<file path="config.mk">
export PLATFORM = sky130hd
export DESIGN_NAME = lsu_mem_ctrl
export DESIGN_NICKNAME = d
export VERILOG_FILES = /design/src/rtl/lsu_mem_ctrl.sv
export SDC_FILE = /design/constraint.sdc
export NUM_CORES = 1
export LEC_CHECK = 0
export BUFFER_PORTS_ARGS = -buffer_cell sky130_fd_sc_hd__buf_2
export CAP_MARGIN = 20
export CORE_MARGIN = 4
export CORE_UTILIZATION = 51
export CTS_BUF_LIST = sky130_fd_sc_hd__clkbuf_4 sky130_fd_sc_hd__clkbuf_8 sky130_fd_sc_hd__clkbuf_16
export DETAILED_ROUTE_END_ITERATION = 12
export PLACE_DENSITY = 0.79
export REMOVE_ABC_BUFFERS = 1
export SYNTH_ARGS = -nofsm -noshare
export SYNTH_HDL_FRONTEND = slang
export SYNTH_SLANG_ARGS = --single-unit
</file>
<file path="constraint.sdc">
create_clock -name clk -period 2.1 [get_ports clk]
set_clock_uncertainty 0.15 [all_clocks]
set_input_delay 0.105 -clock clk [delete_from_list [all_inputs] [get_ports clk]]
set_output_delay 0.105 -clock clk [all_outputs]
set_load 0.02 [all_outputs]
</file>
<file path="src/rtl/lsu_mem_ctrl.sv">
// Load/store control stage in front of an 8-byte-wide data memory.
// Sub-dword stores are done as read-modify-write; sub-dword loads are extended here.
`ifndef D_WORD_WIDTH
`define D_WORD_WIDTH 64
`endif

module lsu_mem_ctrl #(
  parameter int unsigned ADDR_W     = 64,
  parameter bit          SUBWORD_EN = 1'b1
) (
  input  logic                     clk,
  input  logic                     rst_n,
  input  logic                     req_valid,
  output logic                     req_ready,
  input  logic                     req_we,
  input  logic [2:0]               req_funct3,
  input  logic [ADDR_W-1:0]        req_addr,
  input  logic [`D_WORD_WIDTH-1:0] req_wdata,
  output logic                     resp_valid,
  output logic [`D_WORD_WIDTH-1:0] resp_rdata,
  output logic                     resp_error,
  output logic                     mem_read,
  output logic                     mem_write,
  output logic [ADDR_W-1:0]        mem_addr,
  output logic [`D_WORD_WIDTH-1:0] mem_data_wr,
  input  logic [`D_WORD_WIDTH-1:0] mem_data_rd,
  input  logic                     dmem_error
);

  localparam int unsigned DW = `D_WORD_WIDTH;

  typedef enum logic [1:0] {StIdle, StRd, StWr, StResp} state_e;

  state_e            state_q, state_d;
  logic              we_q;
  logic [2:0]        funct3_q;
  logic [ADDR_W-1:0] addr_q, mem_addr_q;
  logic [DW-1:0]     wdata_q, old_q, mem_data_wr_q;
  logic              err_q;

  logic          illegal;
  logic [DW-1:0] merge;
  logic [DW-1:0] load_ext;

  assign illegal = req_we ? (req_funct3[2] || (!SUBWORD_EN && (req_funct3[1:0] != 2'b11)))
                          : (req_funct3 == 3'b111);

  always_comb begin
    merge = wdata_q;
    unique case (funct3_q[1:0])
      2'b00:   merge = {old_q[DW-1:8],  wdata_q[7:0]};
      2'b01:   merge = {old_q[DW-1:16], wdata_q[15:0]};
      2'b10:   merge = {old_q[DW-1:32], wdata_q[31:0]};
      default: merge = wdata_q;
    endcase
  end

  always_comb begin
    load_ext = old_q;
    unique case (funct3_q)
      3'b000:  load_ext = {{(DW-8){old_q[7]}},   old_q[7:0]};
      3'b001:  load_ext = {{(DW-16){old_q[15]}}, old_q[15:0]};
      3'b010:  load_ext = {{(DW-32){old_q[31]}}, old_q[31:0]};
      3'b100:  load_ext = {{(DW-8){1'b0}},       old_q[7:0]};
      3'b101:  load_ext = {{(DW-16){1'b0}},      old_q[15:0]};
      3'b110:  load_ext = {{(DW-32){1'b0}},      old_q[31:0]};
      default: load_ext = old_q;
    endcase
  end

  always_comb begin
    state_d     = state_q;
    req_ready   = 1'b0;
    resp_valid  = 1'b0;
    resp_rdata  = '0;
    resp_error  = 1'b0;
    mem_read    = 1'b0;
    mem_write   = 1'b0;
    // Memory-side address/data hold their last driven values between accesses.
    mem_addr    = mem_addr_q;
    mem_data_wr = mem_data_wr_q;
    unique case (state_q)
      StIdle: begin
        req_ready = 1'b1;
        if (req_valid) begin
          if (illegal)                                  state_d = StResp;
          else if (req_we && (req_funct3[1:0] == 2'b11)) state_d = StWr;
          else                                          state_d = StRd;
        end
      end
      StRd: begin
        mem_read = 1'b1;
        mem_addr = addr_q;
        state_d  = (dmem_error || !we_q) ? StResp : StWr;
      end
      StWr: begin
        mem_write   = 1'b1;
        mem_addr    = addr_q;
        mem_data_wr = merge;
        state_d     = StResp;
      end
      StResp: begin
        resp_valid = 1'b1;
        resp_error = err_q;
        resp_rdata = (!we_q && !err_q) ? load_ext : '0;
        state_d    = StIdle;
      end
      default: state_d = StIdle;
    endcase
  end

  always_ff @(posedge clk or negedge rst_n) begin
    if (!rst_n) begin
      state_q       <= StIdle;
      we_q          <= 1'b0;
      funct3_q      <= 3'b000;
      addr_q        <= '0;
      wdata_q       <= '0;
      old_q         <= '0;
      err_q         <= 1'b0;
      mem_addr_q    <= '0;
      mem_data_wr_q <= '0;
    end else begin
      state_q <= state_d;
      if (state_q == StIdle && req_valid) begin
        we_q     <= req_we;
        funct3_q <= req_funct3;
        addr_q   <= req_addr;
        wdata_q  <= req_wdata;
        err_q    <= illegal;
      end
      if (state_q == StRd) begin
        old_q <= mem_data_rd;
        if (dmem_error) err_q <= 1'b1;
      end
      if (state_q == StWr) err_q <= dmem_error;
      if (mem_read || mem_write) mem_addr_q <= mem_addr;
      if (mem_write) mem_data_wr_q <= mem_data_wr;
    end
  end

endmodule
</file>
==> impl_results.md <==
* Fillers at 935
* CTS tree: yes
* Via count at 14.6k
* Routability cong. at 0.823
* Setup Viol. Count Final at 197
* Final min period at 2.67 ns
* Grt ovf at 0
* GRT Util Overall at 31.4%
* Final #Nets at 2054
* Die Span Y at 178 um
* Min-delay worst type: input port to asynchronous set/reset pin
* WP data required at 1.85 ns
* Worst rel slew slack at 57.7%
* Synth cell count leaders: mux2_2, dfrtp_1, a21oi_1, nor2_1, mux2i_1
* FF+latch count, synth at 327
* Cells after Synth at 1144
* Critical path origin: funct3_q[1]
* Synthesis-to-finish area growth at 69.2%
* Clock buffer depth at 3
* Worst Max-Slew Pin Slew at 0.634 ns
* Failing checks: setup timing
* Row count at 61
* First-pass GRT wire length at 77400 um
* RSZ-0062 raised after global routing: yes
* IO Count at 397
* Fin crit share at 127%
* Setup ws final at -0.571 ns
* VDD IR max at 1.79 mV
* Initial antenna violation count at 9
* Sequential cell area at 8180 um^2
* DR iter-0 viols at 1894
* R2R depth at 10
* Yosys Warn Count at 0
* I/O Buffers at 396
* Cell taking the most area after synthesis: dfrtp_1
* Remaining DRCs at 0
* Crit. End Element: output port
* Hpwl dp at 26100 um
* First drt pass iteration count at 6
* Worst reg-to-reg setup slack at -0.19 ns
* H-tree Lvls at 2
* Final WL at 72000 um
* Worst skew pair latency at 0.52 ns
* Die area at 31600 um^2
* Cell leakage power at 11.0 nW
* Final core utilization at 88.6%
* Synth cell types at 32
* Critical path class: flip-flop to output port
* Via-per-instance ratio at 6.48
* Max Cap Viol at 0
* Post-synth top area share at 55.7%
* Reg2reg start: state_q[1]
* Max Clock Freq at 0.374 GHz
* Mapped cell area at 14700 um^2
* Hold_ws at 0.0274 ns
* Final hold violation count at 0
* Clock-pin slew on the worst setup and hold paths at 0.07 ns
* Core Region at 28100 um^2
* Wirelength per Cell at 32.0 um
* CTS Sinks at 327
* Die width at 178 um
* Maximum fanout along the worst path at 15
* Num CTS Buffers at 35
* Worst EP arrival at 2.42 ns
* Async S/R FF share, synth at 100%
* Clock tree root driver cell: clkbuf_16
* Reg-to-Reg End: state_q[0]
* Startpoint Class: flip-flop
* Layout cells sized above 1 at 61.6%
* Status: finished, violations left
* Vias in the first global route at 13.7k
* Pwr Density at 2220 nW/um^2
* Initial Utilization at 52.3%
* Largest net degree at the start of global routing at 63
* Synth Flop Type: dfrtp_1
* Remaining antenna violation count after routing at 0
* Count leader, synth: mux2_2
* Ranking of synthesized cells by area: dfrtp_1, mux2_2, a21oi_1
* EDFF count, synth at 0
* Final Max Tran Viols at 0
* Area of the multi-input gates at 7770 um^2
* Post-synthesis sequential area ratio at 55.7%
* Syn_area_per_cell at 12.9 um^2
-- flip-flops by register name, indices dropped and copies added, names as in the netlist --
register and cells:
funct3_q 3, state_q 2, mem_addr_q 64, old_q 64, err_q 1, wdata_q 64, mem_data_wr_q 64, we_q 1
addr_q 64
-- how the worst max path moves through the flow --
stage	end	slack [ns]	cells past startpoint
2_1_floorplan	mem_data_wr[10]	-2.90	3
3_3_place_gp	mem_addr[45]	0.11	5
3_5_place_dp	mem_addr[3]	0.09	5
4_1_cts	mem_addr[41]	-0.29	6
5_1_grt	resp_rdata[8]	-0.54	5
6_report	resp_rdata[8]	-0.57	5
-- per-layer routing --
layer	global-route usage [%]	wire, um	up-vias	share of wire, %
met1	36.7	23000	7114	32
met3	8.05	9010	534	13
met2	54.0	33600	1427	47
met5	0	41	-	0.057
met4	15.1	6400	6	8.9
li1	-	-	5503	-
-- power breakdown --
part / leakage [nW] / switching (mW) / internal (mW) / total (mW)
registers: 3.82 / 3.34 / 9.66 / 13.0
clock network: 0.578 / 2.74 / 3.81 / 6.56
logic: 6.63 / 17.8 / 17.8 / 35.6
total: 11.0 / 23.9 / 31.3 / 55.1
-- through the flow --
stage          total power [mW]  area [um^2]  setup TNS (ns)  setup WS, ns  std cells
6_report                   55.1        24900          -55.43        -0.571       2252
4_1_cts                    43.0        21900          -40.73        -0.290       2182
2_1_floorplan              22.4        14300         -995.52         -2.90       1060
5_1_grt                    56.3        24900          -58.79        -0.538       2249
3_3_place_gp               30.9        17400               0         0.110       1883
3_5_place_dp               31.5        17400               0        0.0924       1883
-- layout make-up --
type                       instances  area share, %
clock inverter                     7          0.443
clock buffer                      48           4.18
multi-input combinational        733           31.2
inverter                           3         0.0453
timing repair buffer             749           29.2
antenna                            7         0.0704
tap                              378           1.90
sequential                       327           32.9
-- layout by cell type, fill, tap and decap left out, drive strengths merged, types with 4 or more instances in the layout --
| cell type | synthesis | final |
|---|---|---|
| clkbuf | 44 | 74 |
| mux2i | 48 | 48 |
| buf | 40 | 520 |
| nand2 | 47 | 48 |
| nor2 | 60 | 60 |
| and2 | 9 | 9 |
| diode | 0 | 7 |
| clkinv | 0 | 4 |
| ha | 5 | 5 |
| dlygate4sd3 | 0 | 200 |
| o21ai | 35 | 35 |
| a31oi | 16 | 16 |
| dfrtp | 327 | 327 |
| a21oi | 153 | 153 |
| mux2 | 339 | 339 |
-- critical path: stages (launching register included) --
cell and delay (ns):
dfrtp_1 0.43, buf_6 0.27, or2_4 0.30, nand2_1 0.36, a21oi_2 0.35, buf_4 0.19
-- kinds of logic after synthesis --
logic type               after synthesis  share of synthesized area, %
AO/OA/AOI/OAI                        212                          8.33
adder cells (fa/ha/maj)                5                         0.425
buffers and inverters                 87                          2.77
flip-flops                           327                          55.7
multiplexers                         387                          29.2
AND/OR/NAND/NOR                      126                          3.59
-- timing repair --
action,CTS,global route
setup buffers,33,33
pin swaps,5,37
endpoints found under the hold margin,526,0
resized for setup,237,516
setup endpoints to repair,194,223
gates cloned,11,33
hold buffers,200,0
(Power assumes the default switching activity.)
